==> src/rtl/nic_port_scheduler.sv <==
// Arbitrates the NIC's single register port between a transmit producer and a
// receive consumer, polling channel status before every buffer access.
module nic_port_scheduler #(
  parameter int CNT_WIDTH = 16,
  parameter int POLL_GAP  = 0
) (
  input  logic                 clk,
  input  logic                 reset,
  output logic [1:0]           nic_addr,
  output logic                 nic_en,
  output logic                 nic_wr_en,
  output logic [63:0]          nic_d_in,
  input  logic [63:0]          nic_d_out,
  input  logic                 tx_valid,
  input  logic [63:0]          tx_data,
  output logic                 tx_ready,
  output logic                 rx_valid,
  output logic [63:0]          rx_data,
  input  logic                 rx_ready,
  input  logic                 tx_en,
  input  logic                 rx_en,
  output logic [CNT_WIDTH-1:0] tx_count,
  output logic [CNT_WIDTH-1:0] rx_count
);

  typedef enum logic [2:0] {
    S_ARB, S_TX_POLL, S_TX_WRITE, S_RX_POLL, S_RX_READ
  } state_t;

  typedef enum logic {GRANT_TX, GRANT_RX} grant_t;

  localparam logic [3:0] GAP_LOAD = 4'(POLL_GAP);

  state_t               r_state, w_state_nxt;
  grant_t               r_last_grant, w_last_grant_nxt;
  logic [3:0]           r_gap, w_gap_nxt;
  logic                 r_rx_valid;
  logic [63:0]          r_rx_data;
  logic [CNT_WIDTH-1:0] r_tx_count, r_rx_count;
  logic                 w_tx_elig, w_rx_elig;

  assign w_tx_elig = tx_en & tx_valid;
  assign w_rx_elig = rx_en & (~r_rx_valid | rx_ready);

  // NOTE: every always_comb output gets a default first so no path infers a latch.
  always_comb begin
    w_state_nxt      = r_state;
    w_last_grant_nxt = r_last_grant;
    w_gap_nxt        = r_gap;
    case (r_state)
      S_ARB: begin
        if (r_gap != 4'd0) begin
          w_gap_nxt = r_gap - 4'd1;
        end else if (w_tx_elig && (!w_rx_elig || r_last_grant == GRANT_RX)) begin
          w_state_nxt      = S_TX_POLL;
          w_last_grant_nxt = GRANT_TX;
        end else if (w_rx_elig) begin
          w_state_nxt      = S_RX_POLL;
          w_last_grant_nxt = GRANT_RX;
        end
      end
      S_TX_POLL: begin
        if (!nic_d_out[0]) begin
          w_state_nxt = S_TX_WRITE;
        end else begin
          w_state_nxt = S_ARB;
          w_gap_nxt   = GAP_LOAD;
        end
      end
      S_RX_POLL: begin
        if (nic_d_out[0]) begin
          w_state_nxt = S_RX_READ;
        end else begin
          w_state_nxt = S_ARB;
          w_gap_nxt   = GAP_LOAD;
        end
      end
      default: w_state_nxt = S_ARB;
    endcase
  end

  // Moore decode; the reset cycle is forced idle so an aborted sequence never reaches the NIC.
  always_comb begin
    nic_en    = 1'b0;
    nic_wr_en = 1'b0;
    nic_addr  = 2'b00;
    nic_d_in  = '0;
    tx_ready  = 1'b0;
    if (!reset) begin
      case (r_state)
        S_TX_POLL: begin
          nic_en   = 1'b1;
          nic_addr = 2'b11;
        end
        S_TX_WRITE: begin
          nic_en    = 1'b1;
          nic_wr_en = 1'b1;
          nic_addr  = 2'b10;
          nic_d_in  = tx_data;
          tx_ready  = 1'b1;
        end
        S_RX_POLL: begin
          nic_en   = 1'b1;
          nic_addr = 2'b01;
        end
        S_RX_READ: begin
          nic_en   = 1'b1;
          nic_addr = 2'b00;
        end
        default: ;
      endcase
    end
  end

  // NOTE: state registers use non-blocking assignments so every flop samples pre-edge values.
  always_ff @(posedge clk) begin
    if (reset) begin
      r_state      <= S_ARB;
      r_last_grant <= GRANT_RX;
      r_gap        <= 4'd0;
      r_rx_valid   <= 1'b0;
      r_rx_data    <= '0;
      r_tx_count   <= '0;
      r_rx_count   <= '0;
    end else begin
      r_state      <= w_state_nxt;
      r_last_grant <= w_last_grant_nxt;
      r_gap        <= w_gap_nxt;
      if (r_state == S_TX_WRITE) r_tx_count <= r_tx_count + CNT_WIDTH'(1);
      // A fresh read wins over a same-cycle take, keeping the new word valid.
      if (r_state == S_RX_READ) begin
        r_rx_valid <= 1'b1;
        r_rx_data  <= nic_d_out;
        r_rx_count <= r_rx_count + CNT_WIDTH'(1);
      end else if (r_rx_valid && rx_ready) begin
        r_rx_valid <= 1'b0;
      end
    end
  end

  assign rx_valid = r_rx_valid;
  assign rx_data  = r_rx_data;
  assign tx_count = r_tx_count;
  assign rx_count = r_rx_count;

endmodule

==> config.mk <==
export PLATFORM = sky130hd
export DESIGN_NAME = nic_port_scheduler
export DESIGN_NICKNAME = d
export VERILOG_FILES = /design/src/rtl/nic_port_scheduler.sv
export SDC_FILE = /design/constraint.sdc
export NUM_CORES = 1
export LEC_CHECK = 0
export BUFFER_PORTS_ARGS = -buffer_cell sky130_fd_sc_hd__buf_2
export CAP_MARGIN = 20
export CORE_UTILIZATION = 35
export DETAILED_ROUTE_END_ITERATION = 8
export HOLD_SLACK_MARGIN = 0.06
export PLACE_DENSITY_LB_ADDON = 0.2
export SKIP_LAST_GASP = 1
export SYNTH_ARGS = -nofsm -noshare
export SYNTH_HDL_FRONTEND = slang
export SYNTH_SLANG_ARGS = --single-unit
==> constraint.sdc <==
create_clock -name clk -period 3.75 [get_ports clk]
set_input_delay 0.375 -clock clk [delete_from_list [all_inputs] [get_ports clk]]
set_output_delay 0.375 -clock clk [all_outputs]
set_load 0.03 [all_outputs]
# Yosys cells after proc, flatten, opt, wreduce, memory -nomap -nowiden
# Cells that the tools add are included.
# W data, S select, Z words.
# word_totals
in_bits	134
out_inout_bits	166
regBits	105
# op_classes
n_eq_ne	9
n_mux	22
n_addsub	3
reduce_logical	13
n_bitwise	5
# ops
operator	n
$mux W64	2
$add A16 B1 Y16 const B	2
$mux W3	4
$mux W4	3
$pmux W4 S3	1
$pmux W3 S3	1
$mux W1	8
$ne A2 B2 Y1 const B	4
$eq A3 B2 Y1 const B	2
$pmux W2 S3	1
$mux W2	2
$reduce_and A4 Y1	1
$reduce_bool A2 Y1	2
$reduce_bool A4 Y1	1
$reduce_or A4 Y1	1
$sub A4 B1 Y4 const B	1
$eq A3 B1 Y1 const B	1
$eq A3 B3 Y1 const B	1
$logic_not A3 Y1	1
$ne A3 B3 Y1 const B	1
$reduce_and A3 Y1	1
$reduce_bool A3 Y1	1
$and A1 B1 Y1	2
$logic_and A1 B1 Y1	2
5 further kinds	6

# Logic depth before layout (Yosys ltp)
# Gate-level depths: netlist of run 1.
# depth
ltp_word	9
depth_mapped	7
mapped_depth_nobuf	6

# Worst setup path before layout of run 1
# Ideal clock, no wire load.
# synth_path
path_type	register to output
start	reg r_state[1]
end	out tx_ready
t_arrival_ps	1972
n_path_buf	4
path_stages_with_launch	7
path_slack_ps	1403
cell_sequence	dfxtp_1 buf_2 nor3b_1 clkbuf_1 clkbuf_1 and2_1 buf_4
# synth_between
elab_chain_len	3
# synth_lines
item	line_no	rtl
start: declaration	34	state_t r_state, w_state_nxt;
start signal: assignment	126	r_state <= w_state_nxt;
$eq A3 B2 Y1	-	
$mux W1 (2 in a row)	-	
end: declaration	16	output logic tx_ready,
# Every way passes these cells.

# Final worst setup path of run 1
# layout_path
start	reg r_state[0]
end	out nic_en
# layout_between
elab_chain_len	4
# layout_lines
item	line_no	rtl
$eq A3 B2 Y1, or another cell as far along	90	case (r_state)
$reduce_or A4 Y1 (no source line) (*)	-	
$mux W1 (*)	90	
$mux W1 (*)	89	if (!reset) begin
end: declaration	10	output logic nic_en,
# Mark *: on every way between the ends. The rest lies on a longest branch, timed or not.

==> flow_summary.yaml, run 1 <==
run_status:
  status: "finished, final reports clean"
floorplan:
  die_w_um: 116
  row_count: 41
  core_area_mm2: 0.0127
  start_util_pct: 36.0
  die_h_um: 116
  ios: 300
  dieArea_mm2: 0.0135
layout:
  area_growth_syn_to_layout_pct: 41.3
  fin_area_mm2: 0.00644
  multiInputGateArea_mm2: 0.00225
  regArea_mm2: 0.00210
  fill_cells: 1293
  final_nets: 989
  layout-drive-gt1-share_pct: 38.0
synth:
  async_flop_share_pct: 0
  netlist_area_mm2: 0.00456
  avgSynthCellArea_um2: 7.81
  ys_types: 39
  syn-num-nets: 721
  synth_area_leaders: "dfxtp_1, nand2_1, and3_1, a21oi_1, clkbuf_1"
  yosysWarnings: 0
  synth_top_area_share_pct: 46.1
  synth-edff-count: 0
  synth_top_area_cell: "dfxtp_1"
  ys.flop_type: "dfxtp_1"
  ys_seq_elements: 105
  yosysSeqAreaShare_pct: 46.1
  syn_inst: 583
drt:
  vias: 5089
  via_per_inst: 4.95
  postRouteAntennaNets: 0
  drt_iter0_drc: 322
  dr.pass1.iters: 4
  route.detailed.drc: 0
  totalWireLength_mm: 14.5
  wl_per_cell_um: 14.1
timing:
  rsz0062_at_grt: "no"
  tightest_slew_ns: 0.829
  max_freq_mhz: 396
  timing.final.crit_share_pct: 67.3
  slew_headroom_pct: 44.8
  setup_tns_ns: 0
  finClkSkew_ns: 0.00446
  finalHoldViolCount: 0
  setup_viol: 0
  fin_crit_ns: 2.53
  finalMaxSlewViolations: 0
cts:
  postCtsHoldBufs: 0
  cts-root-buf: "clkbuf_16"
  path_clk_slew_ns: 0.07
  cts.sinks: 105
  clock_path_buffers: 2
  cts_max_level: 3
  cts_tree: "yes"
  numCtsBuffers: 9
  cts_setup_buffers: 0
  cts_resized: 0
  clock_latency_ns: 0.35
power_and_ir_drop:
  p_leak_uw: 0.00326
  peakVddDrop_mv: 0.266
  power_density_mw_per_mm2: 416
critical_path:
  cp-end-kind: "primary output"
  path_class: "reg2out"
  startpoint_type: "flop"
  critPathArrivalTime_ns: 2.15
  crit_required_ns: 3.38
  critPathMaxFanout: 34
grt:
  grt_max_degree: 78
  antenna_found_initial: 1
  grt_pass1_wl_mm: 21.2
  gr-usage-all-layers_pct: 20.2
  overflow: 0
  grt_pass1_vias: 4389
placement:
  routabilityCongestion: 0.750
  postPlaceCellArea_mm2: 0.00612
  hpwl_mm: 10.4
  io_buffers: 299
hold_path:
  hold_class: "in2reg"
run:
  cap_violations: 0
-- where the power goes --
group	total (uW)	leakage, uW	internal (uW)	switching (uW)
clock network	954	0.000148	549	406
registers	1190	0.000847	1150	44.4
logic	534	0.00226	200	334
total	2680	0.00326	1900	784
-- registers in the layout (all words and copies together), names as in the netlist --
register and flops:
rx_count 16, tx_count 16, r_state 3, rx_valid 1, r_gap 4, r_last_grant 1
rx_data 64
-- layout by cell type, fill, tap and decap left out, types with 2 or more instances in the layout --
cell       synthesis  routed
buf_2              3     298
nand3_1            9       9
or3_1              3       3
a311oi_1           2       2
nand2_1          149     149
ha_1               4       4
xnor2_1            9       9
mux2i_1            2       2
clkbuf_16          0       9
o21ai_0            8       8
nor3_1             7       6
nand2b_1           3       3
nor2_1            23      23
inv_1              6       6
and4bb_2           2       2
a21oi_1           82      82
xor2_1            11      11
o31ai_1            6       6
buf_4              2       5
and4_1             3       3
nand4_1           11      11
dfxtp_1          105     105
clkinv_2           0       2
or4_1              7       7
clkbuf_8           0       2
nor4_1             3       3
and3_1            67      67
-- critical path, cell delays in order (launching register included) --
cell and delay (ns):
dfxtp_1 0.47, or3b_2 0.84, a21oi_1 0.26, buf_2 0.23
-- metal layers --
layer	track usage, %	part of all wire (%)	vias up
li1	-	-	2526
met1	26.1	43	2345
met2	31.5	47	199
met3	7.37	8.6	19
met4	6.07	1.7	0
met5	0	0	-
-- worst paths after layout --
kind	cells past startpoint	slack, ns	start	to
max reg2reg	4	1.28	r_state[0]	rx_count[15]
min	3	0.26	nic_d_out[20]	rx_data[20]
min reg2reg	2	0.45	rx_data[59]	rx_data[59]
max	3	1.22	r_state[0]	nic_en
-- cells by family (layout without fill, tap and decap cells) --
kind of cell	after synthesis	count (layout)	share of synthesized area (%)
AOI/OAI and AO/OA	104	104	12.3
muxes	2	2	0.439
xor gates and xnor gates	20	20	3.85
other	0	1	0
buffers and inverters	53	325	4.61
adders and majority gates	4	4	1.10
and+or+nand+nor	295	295	31.6
DFF	105	105	46.1
-- synthesized netlist by cell type (2+ instances only) --
cell type    n
or4_1        7
mux2i_1      2
and4bb_2     2
o31ai_1      6
nor3_1       7
ha_1         4
nor4_1       3
or3_1        3
nand2b_1     3
nand4_1     11
a311oi_1     2
a21oi_1     82
and4_1       3
xor2_1      11
buf_4        2
and3_1      67
nand3_1      9
nor3b_1      2
dfxtp_1    105
buf_2        3
buf_1        5
o21ai_0      8
inv_1        6
nand2_1    149
xnor2_1      9
clkbuf_1    37
nor2_1      23
-- per-stage QoR --
step	hold slack (ns)	std cells	util (%)	setup slack, ns	power [uW]
after floorplan	0.443	583	-	1.40	1570
after global placement	0.439	1011	48.3	1.32	1730
after detailed placement	0.444	1011	48.3	1.29	1740
after CTS	0.244	1026	50.7	1.18	2700
after global routing	0.252	1027	50.8	1.09	2810
final	0.256	1028	50.8	1.22	2680
-- area by class of cell --
class,count,area share [%]
inverter,6,0.350
timing repair buffer,304,24.0
tap,172,3.34
clock buffer,12,3.99
antenna,1,0.0389
multi-input combinational,425,35.0
clock inverter,3,0.622
sequential,105,32.7
Note: power is estimated with default switching activity, not from simulation.
==> run 2: changes to the inputs <==
--- a/config.mk
+++ b/config.mk
@@ -5,8 +5,10 @@
 export SDC_FILE = /design/constraint.sdc
 export NUM_CORES = 1
 export LEC_CHECK = 0
+export ABC_AREA = 1
 export BUFFER_PORTS_ARGS = -buffer_cell sky130_fd_sc_hd__buf_2
 export CAP_MARGIN = 20
+export CORE_ASPECT_RATIO = 1.2
 export CORE_UTILIZATION = 35
 export DETAILED_ROUTE_END_ITERATION = 8
 export HOLD_SLACK_MARGIN = 0.06
==> constraint.sdc (replaced) <==
create_clock -name clk -period 2.6 [get_ports clk]
set_input_delay 0.26 -clock clk [delete_from_list [all_inputs] [get_ports clk]]
set_output_delay 0.26 -clock clk [all_outputs]
set_load 0.03 [all_outputs]
==> run 2 against run 1 <==
Synthesized cell count increased by 23%. Clock skew increased by 0.0036 ns. Routed wire length is 4.4% higher. Critical path type unchanged.
==> flow_summary.yaml, run 2 <==
critical_path:
  startpoint_type: "flop"
  cp-end-kind: "primary output"
  path_class: "reg2out"
  critPathArrivalTime_ns: 1.81
  rr_endpoint: "rx_data[36]"
  reg2regPathDepth: 6
  critPathMaxFanout: 71
  timing.reg2reg.setup_slack_ns: 0.85
  crit_required_ns: 2.34
  timing.rr.start: "r_state[1]"
cts:
  cts.sinks: 105
  cts_setup_buffers: 0
  cts_resized: 0
  numCtsBuffers: 9
  clock_latency_ns: 0.34
  cts_tree: "yes"
  path_clk_slew_ns: 0.07
  cts_max_level: 3
  cts-root-buf: "clkbuf_16"
  postCtsHoldBufs: 0
  clock_path_buffers: 2
hold_path:
  min_path_cells: 3
  min_to: "rx_data[8]"
  hold_class: "in2reg"
  hold_start: "nic_d_out[8]"
synth:
  synth_area_leaders: "dfxtp_1, nor2_1, nand2_1, o21ai_0, inv_1"
  synth_top_area_share_pct: 43.8
  ys_seq_elements: 105
  synth_top_area_cell: "dfxtp_1"
  ys.flop_type: "dfxtp_1"
  netlist_area_mm2: 0.00480
  yosysSeqAreaShare_pct: 43.8
  syn-num-nets: 853
  yosysWarnings: 0
  syn_inst: 715
  synthTopCellsByCount: "nor2_1, nand2_1, dfxtp_1"
  avgSynthCellArea_um2: 6.72
  synthMostInstantiatedCell: "nor2_1"
  synth-edff-count: 0
  async_flop_share_pct: 0
  ys_types: 30
drt:
  dr.pass1.iters: 4
  totalWireLength_mm: 15.1
  vias: 5412
  via_per_inst: 4.65
  drt_iter0_drc: 351
  wl_per_cell_um: 13.0
  postRouteAntennaNets: 0
  route.detailed.drc: 0
floorplan:
  dieArea_mm2: 0.0142
  die_w_um: 109
  core_area_mm2: 0.0133
  die_h_um: 130
  row_count: 46
  ios: 300
  start_util_pct: 36.1
power_and_ir_drop:
  p_leak_uw: 0.00334
  power_density_mw_per_mm2: 683
  peakVddDrop_mv: 0.391
timing:
  finClkSkew_ns: 0.00808
  setup_tns_ns: 0
  finalHoldViolCount: 0
  hold_ws_ns: 0.150
  slew_headroom_pct: 63.8
  timing.final.crit_share_pct: 79.4
  tightest_slew_ns: 0.542
  setup_viol: 0
  finalMaxSlewViolations: 0
  max_freq_mhz: 484
  fin_crit_ns: 2.07
  rsz0062_at_grt: "no"
  fin_ws_ns: 0.535
layout:
  final_nets: 1128
  n_antenna_cell: 0
  fill_cells: 1397
  layout-drive-gt1-share_pct: 34.7
  largest_reg_flops: 64
  area_growth_syn_to_layout_pct: 39.8
  final_cell_mix: "buf_2, nor2_1, nand2_1"
  final_common_cell: "buf_2"
grt:
  gr-usage-all-layers_pct: 20.3
  overflow: 0
  grt_pass1_vias: 4688
  grt_max_degree: 86
  grt_pass1_wl_mm: 22.6
  antenna_found_initial: 1
placement:
  routabilityCongestion: 0.819
  hpwl_mm: 11.1
  dp_slack_ns: 0.825
  io_buffers: 299
run_status:
  status: "finished, final reports clean"
run:
  cap_violations: 0
## run 2: cell types whose count changed after synthesis, moves of 14 or more
| cell | change |
|---|---|
| clkbuf_1 | -14 |
| o21ai_0 | +69 |
| nand2_1 | -26 |
| a21oi_1 | -60 |
| and3_1 | -67 |
| nor2_1 | +210 |
| inv_1 | +32 |
## run 2: worst max-delay path: stages (launching register included)
cell and delay (ns):
dfxtp_1 0.50, nand2_2 0.13, nor2_4 0.12, buf_12 0.27
nand2_1 0.10, nor2_1 0.11, buf_2 0.22
## run 2: cell type report
type / instances / area, um2 / share of cell area, %
multi-input combinational: 527 / 2340 / 34.9
clock inverter: 6 / 76.3 / 1.14
timing repair buffer: 305 / 1590 / 23.7
sequential: 105 / 2100 / 31.3
inverter: 42 / 158 / 2.35
clock buffer: 10 / 229 / 3.41
tap: 168 / 210 / 3.13
## run 2: layer usage
| layer | vias to the layer above | GRT usage (%) | share of wire [%] |
|---|---|---|---|
| met4 | 2 | 6.44 | 1.7 |
| met5 | - | 0 | 0.086 |
| met1 | 2370 | 23.9 | 42 |
| li1 | 2808 | - | - |
| met3 | 20 | 6.19 | 10 |
| met2 | 212 | 35.1 | 46 |
## run 2: report_power, final
part	switching, uW	leakage [uW]	internal, uW
clock network	638	0.000143	763
registers	68.5	0.000847	1680
logic	983	0.00235	445
## run 2: logic make-up (layout without fill, tap and decap cells)
family / count (synthesis) / in the layout / share of synthesized area, %
AO/OA/AOI/OAI: 111 / 111 / 11.8
XOR/XNOR: 4 / 4 / 0.729
adder cells (fa/ha/maj): 4 / 4 / 1.04
buffers and inverters: 83 / 363 / 7.40
flip-flops: 105 / 105 / 43.8
AND/OR/NAND/NOR: 408 / 408 / 35.2
## run 2: worst max-delay path by stage
| stage | startpoint | end | slack, ns | cells after the start |
|---|---|---|---|---|
| 2_1_floorplan | r_state[1] | nic_d_in[43] | 0.87 | 6 |
| 3_3_place_gp | r_state[1] | rx_data[37] | 0.89 | 6 |
| 3_5_place_dp | r_state[1] | rx_data[36] | 0.83 | 6 |
| 4_1_cts | r_state[1] | nic_d_in[33] | 0.51 | 6 |
| 5_1_grt | r_state[1] | nic_d_in[56] | 0.40 | 6 |
| 6_report | r_state[1] | nic_d_in[33] | 0.53 | 6 |
## run 2: through the flow
step,instance area [um2],util [%],total power (uW),cells
floorplan,4800,-,2830,715
global placement,6410,48.2,3220,1147
detailed placement,6410,48.2,3220,1147
CTS,6710,50.5,4640,1163
global route,6710,50.5,4860,1163
finish,6710,50.5,4580,1163
==> run 3: changes to the inputs <==
==> constraint.sdc (replaced) <==
create_clock -name clk -period 2.1 [get_ports clk]
set_input_delay 0.21 -clock clk [delete_from_list [all_inputs] [get_ports clk]]
set_output_delay 0.21 -clock clk [all_outputs]
set_load 0.03 [all_outputs]
==> run 3 against run 2 <==
Critical path depth grew 2. Via count grew 0.85%. Sequential power grew 24%. Clock power grew 24%. Routed wire length grew 4.5%. Critical endpoint is now nic_d_in[23]. Flip-flop and latch count is the same. Cell count grew 0.77%. Global-route usage shrank 0.070 points. Combinational power grew 39%.
==> flow_summary.yaml, run 3 (same netlist as run 2, synthesis figures left out) <==
run_status:
  status: "finished, final reports clean"
timing:
  finClkSkew_ns: 0.00806
  timing.final.crit_share_pct: 94.8
  max_freq_mhz: 503
  tightest_slew_ns: 0.470
  fin_ws_ns: 0.110
  fin_crit_ns: 1.99
  finalMaxSlewViolations: 0
  setup_viol: 0
  slew_headroom_pct: 68.7
  finalHoldViolCount: 0
  rsz0062_at_grt: "no"
  setup_tns_ns: 0
placement:
  hpwl_mm: 11.3
  dpl.cell_count: 1150
  dp_slack_ns: 0.355
  io_buffers: 299
  routabilityCongestion: 0.807
  postPlaceCellArea_mm2: 0.00640
cts:
  postCtsHoldBufs: 0
  numCtsBuffers: 9
  clock_path_buffers: 2
  cts_max_level: 3
  cts.sinks: 105
  path_clk_slew_ns: 0.07
  cts-root-buf: "clkbuf_16"
  cts_tree: "yes"
  clock_latency_ns: 0.34
grt:
  antenna_found_initial: 0
  grt_pass1_vias: 4600
  overflow: 0
  gr-usage-all-layers_pct: 20.3
  grt_max_degree: 80
  grt_pass1_wl_mm: 22.3
layout:
  final_nets: 1137
  largest_reg_flops: 64
  fill_cells: 1420
  stdcell_count: 1172
  final_common_cell: "buf_2"
  fin_area_mm2: 0.00681
  area_growth_syn_to_layout_pct: 41.9
  layout-drive-gt1-share_pct: 35.4
  n_antenna_cell: 0
  final_cell_mix: "buf_2, nor2_1, nand2_1"
drt:
  met1_length_mm: 6.38
  via_per_inst: 4.66
  wl_met2_mm: 7.65
  route.detailed.drc: 0
  drt_iter0_drc: 267
  vias: 5458
  postRouteAntennaNets: 0
  dr.pass1.iters: 6
  highest_layer: "met4"
  route.met3.wl_mm: 1.43
  wl_per_cell_um: 13.5
  totalWireLength_mm: 15.8
power_and_ir_drop:
  peakVddDrop_mv: 0.708
  p_leak_uw: 0.00339
  power_uw: 5900
  power_density_mw_per_mm2: 865
floorplan:
  row_count: 46
  dieArea_mm2: 0.0142
  start_util_pct: 36.1
  die_w_um: 109
  ios: 300
  die_h_um: 130
  core_area_mm2: 0.0133
critical_path:
  cp-end-kind: "primary output"
  critPathMaxFanout: 17
  crit_required_ns: 1.89
  startpoint_type: "flop"
  critPathArrivalTime_ns: 1.78
  path_class: "reg2out"
hold_path:
  hold_class: "in2reg"
run:
  cap_violations: 0
[run 3: final timing paths]
check	startpoint	endpoint	slack, ns	cells past startpoint
min reg2reg	r_gap[0]	r_gap[0]	0.47	2
max reg2reg	r_state[2]	tx_count[8]	0.46	10
max	r_state[2]	nic_d_in[23]	0.11	8
min	nic_d_out[8]	rx_data[8]	0.10	3
[run 3: metrics by stage]
step	utilization (%)	hold WS, ns
after floorplan	-	0.359
after global placement	48.2	0.442
final	51.3	0.104
after CTS	50.5	0.0932
after global routing	51.3	0.0972
after detailed placement	48.2	0.455
[run 3: layer usage]
metal	track usage (%)	vias to the layer above
met4	6.76	0
li1	-	2822
met3	6.34	18
met1	23.2	2386
met2	35.4	232
met5	0	-
[run 3: critical path, cell delays in order (launching register included)]
cell	delay, ns
dfxtp_1	0.37
inv_1	0.15
nand2_2	0.10
nor2_4	0.14
buf_12	0.14
buf_12	0.15
nand2_1	0.05
nor2_1	0.12
clkbuf_4	0.21
[run 3: power breakdown]
part	internal, uW	switching [uW]
combinational	697	1300
sequential	2090	86.9
clock	943	784
[run 3: final cells by class]
class	count	area (um2)	area share [%]
multi-input combinational	527	2340	34.4
sequential	105	2100	30.9
timing repair buffer	314	1690	24.9
clock buffer	10	229	3.36
tap	168	210	3.08
inverter	42	158	2.31
clock inverter	6	75.1	1.10
[run 3: what timing repair did]
action / CTS / global route
endpoints found under the hold margin: 0 / 0
pin swaps: 0 / 1
resized for setup: 1 / 2
endpoints found under the setup margin: 3 / 57
buffers inserted: 0 / 2
cloned: 0 / 4
